## src/rtl/obi_mem_arbiter.sv

```systemverilog
// Round-robin arbiter sharing one single-port OBI memory between the GPGPU
// instruction-fetch port and data port, with request locking and in-order response routing.
module obi_mem_arbiter #(
  parameter int unsigned ADDR_WIDTH      = 32,
  parameter int unsigned DATA_WIDTH      = 32,
  parameter int unsigned MAX_OUTSTANDING = 4
) (
  input  logic                    clk_i,
  input  logic                    rst_ni,
  input  logic                    instr_req_i,
  input  logic [ADDR_WIDTH-1:0]   instr_addr_i,
  output logic                    instr_gnt_o,
  output logic                    instr_rvalid_o,
  output logic [DATA_WIDTH-1:0]   instr_rdata_o,
  input  logic                    data_req_i,
  input  logic                    data_we_i,
  input  logic [DATA_WIDTH/8-1:0] data_be_i,
  input  logic [ADDR_WIDTH-1:0]   data_addr_i,
  input  logic [DATA_WIDTH-1:0]   data_wdata_i,
  output logic                    data_gnt_o,
  output logic                    data_rvalid_o,
  output logic [DATA_WIDTH-1:0]   data_rdata_o,
  output logic                    mem_req_o,
  output logic                    mem_we_o,
  output logic [DATA_WIDTH/8-1:0] mem_be_o,
  output logic [ADDR_WIDTH-1:0]   mem_addr_o,
  output logic [DATA_WIDTH-1:0]   mem_wdata_o,
  input  logic                    mem_gnt_i,
  input  logic                    mem_rvalid_i,
  input  logic [DATA_WIDTH-1:0]   mem_rdata_i,
  output logic                    err_o
);

  localparam int unsigned BE_W  = DATA_WIDTH / 8;
  localparam int unsigned CNT_W = $clog2(MAX_OUTSTANDING + 1);
  localparam int unsigned PTR_W = (MAX_OUTSTANDING > 1) ? $clog2(MAX_OUTSTANDING) : 1;

  typedef enum logic {
    SRC_INSTR = 1'b0,
    SRC_DATA  = 1'b1
  } src_e;

  src_e             prio_q, prio_d;
  logic             lock_q, lock_d;
  src_e             lock_id_q, lock_id_d;
  logic [PTR_W-1:0] wr_ptr_q, wr_ptr_d;
  logic [PTR_W-1:0] rd_ptr_q, rd_ptr_d;
  logic [CNT_W-1:0] cnt_q, cnt_d;
  logic             err_q, err_d;
  src_e             id_fifo_q [MAX_OUTSTANDING];

  src_e sel;
  logic sel_req, full, empty, mem_req, hs, pop;
  src_e head;

  function automatic logic [PTR_W-1:0] ptr_inc(input logic [PTR_W-1:0] p);
    if (p == PTR_W'(MAX_OUTSTANDING - 1)) return '0;
    return p + PTR_W'(1);
  endfunction

  // Selection: a refused request keeps the port until it is granted.
  // NOTE: every signal driven in always_comb gets a default first so no latch is inferred.
  always_comb begin
    sel = prio_q;
    if (lock_q)                          sel = lock_id_q;
    else if (instr_req_i && !data_req_i) sel = SRC_INSTR;
    else if (data_req_i && !instr_req_i) sel = SRC_DATA;
    sel_req = (sel == SRC_DATA) ? data_req_i : instr_req_i;
  end

  assign full    = (cnt_q == CNT_W'(MAX_OUTSTANDING));
  assign empty   = (cnt_q == '0);
  assign mem_req = sel_req && !full;
  assign hs      = mem_req && mem_gnt_i;
  assign pop     = mem_rvalid_i && !empty;
  assign head    = id_fifo_q[rd_ptr_q];

  // Everything is forced low while reset is held, including pass-through paths.
  always_comb begin
    mem_req_o      = 1'b0;
    mem_we_o       = 1'b0;
    mem_be_o       = '0;
    mem_addr_o     = '0;
    mem_wdata_o    = '0;
    instr_gnt_o    = 1'b0;
    data_gnt_o     = 1'b0;
    instr_rvalid_o = 1'b0;
    data_rvalid_o  = 1'b0;
    instr_rdata_o  = '0;
    data_rdata_o   = '0;
    if (rst_ni) begin
      mem_req_o = mem_req;
      if (sel == SRC_DATA) begin
        mem_we_o    = data_we_i;
        mem_be_o    = data_be_i;
        mem_addr_o  = data_addr_i;
        mem_wdata_o = data_wdata_i;
      end else begin
        mem_be_o   = {BE_W{1'b1}};
        mem_addr_o = instr_addr_i;
      end
      instr_gnt_o    = hs && (sel == SRC_INSTR);
      data_gnt_o     = hs && (sel == SRC_DATA);
      instr_rvalid_o = pop && (head == SRC_INSTR);
      data_rvalid_o  = pop && (head == SRC_DATA);
      instr_rdata_o  = mem_rdata_i;
      data_rdata_o   = mem_rdata_i;
    end
  end

  assign err_o = err_q;

  always_comb begin
    prio_d    = prio_q;
    lock_d    = lock_q;
    lock_id_d = lock_id_q;
    wr_ptr_d  = wr_ptr_q;
    rd_ptr_d  = rd_ptr_q;
    cnt_d     = cnt_q;
    err_d     = err_q;

    if (hs) begin
      prio_d   = (sel == SRC_INSTR) ? SRC_DATA : SRC_INSTR;
      lock_d   = 1'b0;
      wr_ptr_d = ptr_inc(wr_ptr_q);
    end else if (mem_req) begin
      lock_d    = 1'b1;
      lock_id_d = sel;
    end

    if (pop) rd_ptr_d = ptr_inc(rd_ptr_q);

    case ({hs, pop})
      2'b10:   cnt_d = cnt_q + CNT_W'(1);
      2'b01:   cnt_d = cnt_q - CNT_W'(1);
      default: cnt_d = cnt_q;
    endcase

    if (mem_rvalid_i && empty) err_d = 1'b1;
  end

  // NOTE: sequential state uses non-blocking assignments so every flop samples pre-edge values.
  always_ff @(posedge clk_i or negedge rst_ni) begin
    if (!rst_ni) begin
      prio_q    <= SRC_DATA;
      lock_q    <= 1'b0;
      lock_id_q <= SRC_INSTR;
      wr_ptr_q  <= '0;
      rd_ptr_q  <= '0;
      cnt_q     <= '0;
      err_q     <= 1'b0;
    end else begin
      prio_q    <= prio_d;
      lock_q    <= lock_d;
      lock_id_q <= lock_id_d;
      wr_ptr_q  <= wr_ptr_d;
      rd_ptr_q  <= rd_ptr_d;
      cnt_q     <= cnt_d;
      err_q     <= err_d;
    end
  end

  // NOTE: the ID storage has no reset; entries are only read while the count says they are valid.
  always_ff @(posedge clk_i) begin
    if (hs) id_fifo_q[wr_ptr_q] <= sel;
  end

endmodule

```

## config.mk

```make
export PLATFORM = sky130hd
export DESIGN_NAME = obi_mem_arbiter
export DESIGN_NICKNAME = d
export VERILOG_FILES = /design/src/rtl/obi_mem_arbiter.sv
export SDC_FILE = /design/constraint.sdc
export NUM_CORES = 1
export LEC_CHECK = 0
export ABC_AREA = 1
export ABC_CLOCK_PERIOD_IN_PS = 5100
export CAP_MARGIN = 10
export CORE_AREA = 5 5 104 106
export DETAILED_ROUTE_END_ITERATION = 10
export DIE_AREA = 0 0 109 111
export GPL_ROUTABILITY_DRIVEN = 0
export PLACE_DENSITY = 0.78
export SYNTH_ARGS = -nofsm -noshare
export SYNTH_HDL_FRONTEND = slang
export SYNTH_SLANG_ARGS = --single-unit
```

## constraint.sdc

```tcl
create_clock -name clk_i -period 5.1 [get_ports clk_i]
set_input_delay 1.02 -clock clk_i [delete_from_list [all_inputs] [get_ports clk_i]]
set_output_delay 1.02 -clock clk_i [all_outputs]
set_load 0.02 [all_outputs]
```

Word-level counts from Yosys, hierarchy flattened
Memory sizes are Yosys's and may differ from the RTL's.
Cells that the tools add are included.
Operators by class
  $add $sub $neg: 4
  equal/unequal tests: 5
  muxes and demuxes: 32
  bitwise gates (word level): 3
  reduce and logical (&&, ||, !) cells: 18
Operators with widths (count)
  $mux 32: 5
  $mux 1: 20
  $logic_and 1x1->1: 10
  $mux 2: 4
  $mux 4: 2
  $eq 2x2->1 const B: 3
  $pmux 3 s2: 1
  $add 2x1->2 const B: 2
  $logic_not 1->1: 4
  $reduce_bool 2->1: 2
  $add 3x1->3 const B: 1
  $eq 3x3->1 const B: 1
  $logic_not 3->1: 1
  $not 1->1: 3
  $sub 3x1->3 const B: 1
  $eq 2x1->1 const B: 1
  $reduce_and 2->1: 1
Storage, ports and cells
  register bits: 11
  bits in writable memories: 4
  input bits: 139
  output and inout bits: 139
  word-level logic and storage cells: 70
  memories: 1
Memories
  id_fifo_q: depth 4, width 1, read ports 1, clocked after memory_dff 0, wr ports 1, line 50  | src_e id_fifo_q [MAX_OUTSTANDING];

Longest topological paths before layout
Gate-level depths: netlist of the first run.
  word-level depth: 10
  gate-level depth with buffers: 14
  gate-level depth less buffers: 14

Worst setup path after synthesis of the first run
Ideal clock, no wire load.
  path type: in2out
  start point: in rst_ni
  end point: out instr_rdata_o[10]
  arrival: 1929 ps
  required time: 4080 ps
  setup slack: 2151 ps
  stages on the path: 5
  buffers on the path: 3
  cell sequence: clkbuf_1 clkbuf_1 nand2_1 inv_1 buf_4
On the way
  longest elaborated chain between the ends: 1
RTL lines
  start: declaration: line 9  | input logic rst_ni,
  $mux 32
  end: declaration: line 14  | output logic [DATA_WIDTH-1:0] instr_rdata_o,
No other way between the ends.

Worst setup path in the final report of the first run
  start point: in data_req_i
  end point: out mem_wdata_o[21]
On the way
  longest elaborated chain between the ends: 6
  elaborated cells between the ends (all ways): 8
  those cells by class: mux (5); reduce/logical (3)
RTL lines
  start: declaration: line 15  | input logic data_req_i,
  $logic_and 1x1->1 / $logic_not 1->1 (equally long branches): line 67, 66
  $mux 1 / $logic_and 1x1->1 (equally long branches): line 67, 66
  $mux 1 *: line 66  | else if (instr_req_i && !data_req_i) sel = SRC_INSTR;
  $mux 1 *: line 65  | if (lock_q) sel = lock_id_q;
  $mux 32 *: line 93  | if (sel == SRC_DATA) begin
  $mux 32 *: line 91  | if (rst_ni) begin
  end: declaration: line 27  | output logic [DATA_WIDTH-1:0] mem_wdata_o,
Mark *: on every way between the ends. The rest lies on a longest branch, timed or not.

==> results of run 1 <==
kinds of logic after synthesis:
group / after synthesis / share of synthesized area
compound gates: 43 / 0.108
buf+inv: 132 / 0.302
simple gates: 182 / 0.348
fa+ha+maj: 7 / 0.0452
xor+xnor: 2 / 0.00832
flops: 15 / 0.188
power by group:
| part | leakage [nW] | internal (W) | switching (W) |
|---|---|---|---|
| logic | 2.09 | 0.000473 | 0.000631 |
| clock network | 0.0228 | 0.0000552 | 0.0000380 |
| registers | 0.166 | 0.000179 | 0.0000324 |
final timing paths:
kind	endpoint	slack [ns]	depth (start not counted)
max reg2reg	cnt_q[2]	2.74	13
min reg2reg	prio_q	0.46	2
max in group asynchronous	prio_q	3.63	2
min in group asynchronous	cnt_q[1]	0.82	1
max	mem_wdata_o[21]	0.54	8
min	prio_q	0.46	2
registers in the layout, indices dropped and copies added, names as in the netlist:
name and flops:
cnt_q 3, rd_ptr_q 2, err_o 1, lock_id_q 1
id_fifo_q 4, prio_q 1, lock_q 1, wr_ptr_q 2
layout make-up:
| class | instances | share of cell area |
|---|---|---|
| Clock buffer | 4 | 0.00941 |
| Tap cell | 133 | 0.0348 |
| Timing Repair Buffer | 278 | 0.582 |
| Inverter | 84 | 0.0664 |
| Multi-Input combinational cell | 234 | 0.224 |
| Sequential cell | 15 | 0.0829 |
worst reg2reg max path, delay by kind of cell, from the launching register on:
kind	cells	cell delay, ns
AOI/OAI and AO/OA	2	0.16
adders and majority gates	2	0.42
buffers and inverters	2	0.13
and+or+nand+nor	6	0.82
DFF	1	0.53
xor gates and xnor gates	1	0.21
metal layers:
layer / global-route usage / vias up
met2: 0.318 / 151
li1: - / 1549
met1: 0.196 / 1366
met3: 0.0320 / 18
met4: 0.0480 / 0
met5: 0 / -
cells in the final DEF, fill, tap and decap left out:
| cell type | n |
|---|---|
| sky130_fd_sc_hd__clkbuf_8 | 3 |
| sky130_fd_sc_hd__o22ai_1 | 1 |
| sky130_fd_sc_hd__a41o_1 | 1 |
| sky130_fd_sc_hd__xor2_1 | 1 |
| sky130_fd_sc_hd__nand4_1 | 4 |
| sky130_fd_sc_hd__buf_2 | 1 |
| sky130_fd_sc_hd__dfstp_2 | 1 |
| sky130_fd_sc_hd__nand2_1 | 51 |
| sky130_fd_sc_hd__clkbuf_1 | 1 |
| sky130_fd_sc_hd__nand3_4 | 1 |
| sky130_fd_sc_hd__nand3_1 | 3 |
| sky130_fd_sc_hd__inv_1 | 83 |
| sky130_fd_sc_hd__dfrtp_1 | 10 |
| sky130_fd_sc_hd__a21oi_2 | 1 |
| sky130_fd_sc_hd__fa_1 | 1 |
| sky130_fd_sc_hd__a21oi_1 | 1 |
| sky130_fd_sc_hd__buf_12 | 1 |
| sky130_fd_sc_hd__xnor2_1 | 1 |
| sky130_fd_sc_hd__nand2_2 | 3 |
| sky130_fd_sc_hd__nor2_1 | 118 |
| sky130_fd_sc_hd__nand2_4 | 2 |
| sky130_fd_sc_hd__edfxtp_1 | 4 |
| sky130_fd_sc_hd__inv_4 | 1 |
| sky130_fd_sc_hd__a31oi_1 | 1 |
| sky130_fd_sc_hd__clkdlybuf4s50_1 | 276 |
| sky130_fd_sc_hd__o21ai_0 | 38 |
| sky130_fd_sc_hd__ha_1 | 6 |
metrics by stage:
step	power (W)	setup slack [ns]	utilization	instances	hold WS, ns
after floorplan	0.000841	2.15	-	381	0.442
after global placement	0.00130	0.529	0.490	744	0.451
after detailed placement	0.00133	0.493	0.490	744	0.459
after CTS	0.00143	0.492	0.494	748	0.465
after global routing	0.00152	0.302	0.494	748	0.480
final	0.00141	0.536	0.494	748	0.462
==> results, run 1 <==
- Setup violations remaining at the end of the flow were counted as 0.
- After clock tree synthesis, the flow added hold-fix buffers numbering 0.
- The cell leakage power is 2.28 nW.
- The family of cells with the greatest summed delay on the critical path is buffers and inverters.
- The worst setup path is launched from an input port.
- The synthesized area divided by synthesized cell count is 5.53 um2.
- Yosys instantiated no cell more often than sky130_fd_sc_hd__nor2_1.
- The post-cts resize count is 0.
- Timing would allow up to 219 MHz.
- The die covers 12100 um2.
- In this run the most critical hold path is launched from prio_q.
- The antenna cell count is 0.
- Data arrives at the worst endpoint at around 3.5 ns.
- The slowest library cell on the worst path is sky130_fd_sc_hd__clkdlybuf4s50_1.
- After detailed routing, the average wire length per cell comes to between 15 and 20 um.
- The post-synth net total is roughly 530.
- The sequential cell area fraction in the yosys report is 0.188.
- The element type at the critical path end is a primary output.
- The tool flagged a number of max-cap violations equal to 0.
- The number of failing hold endpoints at the final stage is 0.
- In the final design database the tool counted approximately 760 nets.
- From left edge to right edge, the die measures ~110 um.
- The die is 111 um tall.
- The number of enable flip-flop cells after synthesis is 4.
- The amount of wire on met2 after detailed routing is roughly 5.7 mm.
- The global-route wire length before repair is approximately 17 mm.
- The Yosys step of the flow raised 0 warnings.
- The number of max-slew violations in the final report is 0.
- The detailed placer's ending HPWL is around 9.5 mm.
- The most used flip-flop cell after synthesis is sky130_fd_sc_hd__dfrtp_1.
- The first-pass detailed-route iteration total is 4.
- The largest total area in the synthesized netlist belongs to sky130_fd_sc_hd__nor2_1.
- The number of buffer cells added on primary ports is 277.
- Across the VDD grid, the largest voltage drop is 0.000324 V.
- Routed signal wires occupy layers up through met4.
- Entering global routing, the biggest net connects slightly above 40 pins.
- Between clock sinks in the finished design, the worst skew comes to 0.000574 ns.
- The actual slew at the worst max-slew pin is roughly 0.7 ns.
- The clock tree root buffer cell is sky130_fd_sc_hd__clkbuf_8.
- The gate count after technology mapping is 381.
- The number of distinct library cells after synthesis is 25.
- roughly 280 I/O pins were placed.
- The floorplan step defined a core boundary enclosing 9680 um2.
- The share of cells above drive strength 1 is 0.0228.
- The sum of met3 wire segment lengths after detailed routing is roughly 940 um.
- The maximum buffer depth of the clock tree is 2.
- The effective utilization at floorplan is 0.217.
- The multi-input combinational cells in the finished layout cover a total of 1070 um2.
- The power density relative to cell area is 294 nW/um2.
- Compared with the post-synthesis result, the final layout area differs by 127%.
- The met1 wire length is 4.42 mm.
- In this run, the number of DRC markers left after iteration 0 of detailed routing was between 100 and 150.
- Setup repair after global routing left no endpoint under its margin.
- The number of filler instances in the final layout is 916.
- The number of H-tree levels is 1.
- Buffers added to address setup during post-CTS repair amount to 0.
- The signal on the critical path passes through clkdlybuf4s50_1, inv_1, a21oi_2, nand2_2, nand2_4, nand2_2, nor2_1, clkdlybuf4s50_1.
- The startpoint of the worst-slack reg-to-reg timing path is prio_q.
- Dividing the final minimum period by the clock period gives 0.895.
- By area the synthesized netlist is led by sky130_fd_sc_hd__nor2_1 (21%), sky130_fd_sc_hd__inv_1 (15%), sky130_fd_sc_hd__buf_4 (12%).
- The sequential cell area is about 400 um2.
- The buffering stage count on the worst path with inverters included is 3.
- The portion of synthesized cell area occupied by the leading cell type is 0.210.
- On the worst path, the slowest cell contributes a delay of 0.65 ns.
- The number of clock buffers added by TritonCTS is 3.
- The remaining antenna violation count after routing is 0.
- For the final routed database, the setup TNS stands at 0 ns.
- In this run the worst path has a maximum fanout of 40.
- Summed over all layers, the routed wires come to 11.3 mm.
- The finished cells cover 4790 um2.
- The worst setup path is of the input port to primary output kind.
- The via count of the first global-routing pass is 3044.
- The area of placed instances is 4740 um2.
- The timing startpoint of the critical path is data_req_i.
- For this run, design rule violations remaining after detail routing come to 0.
- The count of clock tree sinks is 15.
- The final route contains around 3100 vias.
- The run finished with clean final reports.
- The combined global-route utilization of all metal layers is 0.172.
- Clock-pin slew was measured on the worst setup and hold paths at 0.06 ns.
- The data required time at the worst endpoint is 4.08 ns.
- The number of storage elements in the synthesis netlist is 15.
- The initial antenna violation count is 0.
- The global route total overflow is 0.
- Ranked by instance count, the synthesized netlist is headed by sky130_fd_sc_hd__nor2_1 (118), sky130_fd_sc_hd__inv_1 (83), sky130_fd_sc_hd__nand2_1 (51).
- The detailed-route vias per instance is 4.12.
- The floorplan has 36 rows.
- In this run the tightest slew margin relative to its limit is 0.532.
- The final critical delay including setup and external delays is 4.56 ns.
- In the synthesized netlist the async set-or-reset flop fraction comes to 0.733.
- At the later pin of the worst-skew pair, clock insertion delay measures 0.24 ns.
- The post-synthesis instance area is 2110 um2.
- TritonCTS built the clock tree.
- The min-delay analysis places its worst path in the category register to register.
Power figures use the tool's default switching activity.
==> run 2, diff against run 1 <==
--- a/config.mk
+++ b/config.mk
@@ -14,2 +14,3 @@
 export GPL_ROUTABILITY_DRIVEN = 0
+export MAX_ROUTING_LAYER = met4
 export PLACE_DENSITY = 0.78
--- a/constraint.sdc
+++ b/constraint.sdc
@@ -3,2 +3,2 @@
 set_output_delay 1.02 -clock clk_i [all_outputs]
-set_load 0.02 [all_outputs]
+set_load 0.05 [all_outputs]
==> run 2 against run 1 <==
  * Cell count up 0.27%
  * Via count shrank 0.16%
  * Maximum frequency rose by 0.30%
  * Critical path type unchanged
  * Cell area fell by 0.73%
  * Clock skew up 0.0029 ns
  * Register-to-register slack better by 0.09 ns
  * Die area did not move
  * Largest power group unchanged
  * Count of clock-buffer cells in the layout did not move
  * Sequential power about the same
  * Non-clock buffer count rose by 2
  * Combinational power rose by 33%
  * Power up 25%
==> results, run 2 (synthesis results as in run 1) <==
- The floorplan step set the die height to 111 um.
- The first global-routing pass estimated ~17 mm of wire.
- The layout-stage area growth over the synthesis result is 126%.
- In this run the critical register-to-register path is captured at cnt_q[1].
- The number of filler instances in the final layout is 940.
- The power density relative to cell area is approximately 370 nW/um2.
- The tool flagged a number of max-cap violations equal to 0.
- In this run the core area contains 36 standard-cell rows.
- The startpoint of the worst-slack reg-to-reg timing path is prio_q.
- The startpoint kind of the worst setup timing path is an input port.
- Clock latency on the worst-skew pair, taken at its later pin, is 0.24 ns.
- The worst setup path is of the input port to primary output kind.
- The slowest library cell on the worst path is sky130_fd_sc_hd__clkdlybuf4s50_1.
- The die covers 12100 um2.
- The register with the most flip-flops is id_fifo_q.
- Summed over all layers, the routed wires come to 11.5 mm.
- In the final layout, flip-flops and latches occupy 397 um2.
- In this run the worst path has a maximum fanout of 23.
- The final critical delay including setup and external delays is 4.55 ns.
- Hold is met by 0.469 ns.
- Walking the worst path, the cells encountered are clkdlybuf4s50_1, inv_1, a21oi_2, nand2_2, nand2_4, buf_4, o21ai_0, nor2_1, clkdlybuf4s50_1.
- Using the TritonRoute via totals, the vias-per-cell ratio works out to between 4 and 5.
- Buffers inserted to repair hold after CTS numbered 0.
- The element type at the critical path end is a primary output.
- The first detailed-routing pass took 4 iterations.
- The combined global-route utilization of all metal layers is 0.182.
- The number of max-slew violations in the final report was 0.
- The actual slew at the worst max-slew pin is 0.564 ns.
- The number of failing hold endpoints at the final stage is 0.
- The number of H-tree levels is 1.
- The number of top-level pins is 278.
- In this design, the critical path's most frequently occurring cell is sky130_fd_sc_hd__clkdlybuf4s50_1.
- The flow ran to the end, and the final reports show no timing, DRC or antenna violations.
- Across the VDD grid, the largest voltage drop is 0.000168 V.
- Dividing the final minimum period by the clock period gives 0.892.
- In the final layout, the registers with the most flip-flops are id_fifo_q (4), cnt_q (3).
- The cell leakage power is 2.32 nW.
- TritonCTS built the clock tree.
- For this configuration, the core starts out at a cell density of 0.217.
- The data arrival time at the worst-slack endpoint is 3.53 ns.
- The total setup violations reported at the end of the flow is 0.
- The combinational fraction of design power is 0.826.
- In this design, the stage delay of the slowest critical-path cell is about 0.86 ns.
- Clock-pin slew was measured on the worst setup and hold paths at 0.06 ns.
- The global route total overflow is 0.
- At the worst endpoint, the required time is 4.08 ns.
- The flip-flop count of the largest register, all copies and words added is 4.
- The overall power after layout is between 0.0015 and 0.002 W.
- The share of cells above drive strength 1 is 0.0583.
- Post-CTS repair changed the size of 0 cells.
- The worst hold endpoint is err_o.
- The highest achievable clock rate is between 200 and 250 MHz.
- The internal power of the cells totals between 0.0007 and 0.0008 W.
- The worst slew slack as a fraction of its limit is 0.623.
- The number of cells on the worst reg-to-reg path is 11.
- The remaining antenna violation count after routing is 0.
- Adding up every negative setup slack in the final design gives 0 ns.
- The proportion of total power due to net switching is 0.601.
- In this run the standard cell core region covers 9680 um2.
- The total CTS buffers is 3.
- After the first detailed-routing iteration, the DRC count stood at 159.
- Setup repair after global routing left no endpoint under its margin.
- The worst hold path class is register to register.
- The worst setup skew after layout is 0.00343 ns.
- The maximum buffer depth of the clock tree is 2.
- Summed over all nets, the half-perimeter wirelength after detailed placement is 9.75 mm.
- The remaining routing DRC violations is 0.
- The library cell used most frequently in the layout, excluding fill and tap cells, is sky130_fd_sc_hd__clkdlybuf4s50_1.
- Detailed routing inserted a total of ~3000 vias.
- In this run the post-CTS setup repair buffer count came out at 0.
- Counting both buffers and inverters, the worst setup path holds a total of 4.
- The number of buffer cells added on primary ports is 277.
- The via count of the first global-routing pass is about 3100.
- The maximum number of pins on one net before global-route repair is 58.
- The multi-input combinational cells in the finished layout cover a total of between 1000 and 1500 um2.
- The number of nets in the finished design is 764.
- The antenna cell count is 0.
- The count of clock tree sinks is 15.
- Dividing the detail-routed wire length by the instance count gives roughly 15 um.
- The initial antenna violation count is 0.
- The part of the total power dissipated in the clock network is 0.053.
- CTS placed an instance of sky130_fd_sc_hd__clkbuf_8 at the clock tree root.
- The sequential fraction of design power is 0.120.
- In the layout the commonest cells are sky130_fd_sc_hd__clkdlybuf4s50_1 (256), sky130_fd_sc_hd__nor2_1 (118), sky130_fd_sc_hd__inv_1 (83).
- Along the worst hold path, the cell count comes to 1.
- The setup slack of the most critical reg-to-reg path is 2.83 ns.
- The die boundary width is around 110 um.
- The worst min-delay path startpoint is err_o.
- The net switching component of the power is roughly 0.0011 W.
- On the critical path the largest part of the delay comes from buffers and inverters.
==> run 2: cell types whose count changed in the layout (fill, tap and decap cells not counted), sizes merged <==
cell	before	now
clkdlybuf4s50	276	256
buf	2	24
==> run 2: routing by layer <==
| layer | track usage | routed length [um] | up-vias |
|---|---|---|---|
| met2 | 0.333 | 5860 | 151 |
| met1 | 0.192 | 4300 | 1359 |
| met5 | - | 0 | - |
| met4 | 0.0446 | 200 | 0 |
| met3 | 0.0437 | 1130 | 16 |
| li1 | - | - | 1553 |
==> run 2: worst max path at each step <==
stage | startpoint | end | slack (ns) | depth (start not counted)
6_report | data_req_i | mem_addr_o[0] | 0.55 | 9
5_1_grt | data_req_i | mem_addr_o[0] | 0.43 | 9
4_1_cts | data_req_i | mem_addr_o[0] | 0.54 | 9
3_5_place_dp | data_req_i | mem_addr_o[0] | 0.54 | 9
3_3_place_gp | instr_req_i | instr_gnt_o | 0.64 | 10
2_1_floorplan | data_req_i | mem_addr_o[0] | 1.80 | 7
==> run 2: cell type report <==
| cell class | instances | area share |
|---|---|---|
| Clock buffer | 4 | 0.00948 |
| Inverter | 84 | 0.0669 |
| Multi-Input combinational cell | 234 | 0.226 |
| Sequential cell | 15 | 0.0835 |
| Tap cell | 133 | 0.0350 |
| Timing Repair Buffer | 280 | 0.579 |
==> run 2: power groups by stage <==
stage | Combinational, W | Sequential (W) | Clock, W
6_report | 0.00146 | 0.000213 | 0.0000942
5_1_grt | 0.00155 | 0.000221 | 0.000104
4_1_cts | 0.00147 | 0.000213 | 0.0000992
3_5_place_dp | 0.00147 | 0.000214 | 0
3_3_place_gp | 0.00144 | 0.000211 | 0
2_1_floorplan | 0.000975 | 0.000212 | 0
==> run 2: per-stage QoR <==
stage                util  cell area (um2)  setup slack (ns)  instances
floorplan               -             2110              1.80        381
global placement    0.486             4710             0.641        746
detailed placement  0.486             4710             0.539        746
CTS                 0.491             4750             0.539        750
global route        0.491             4750             0.430        750
finish              0.491             4750             0.550        750
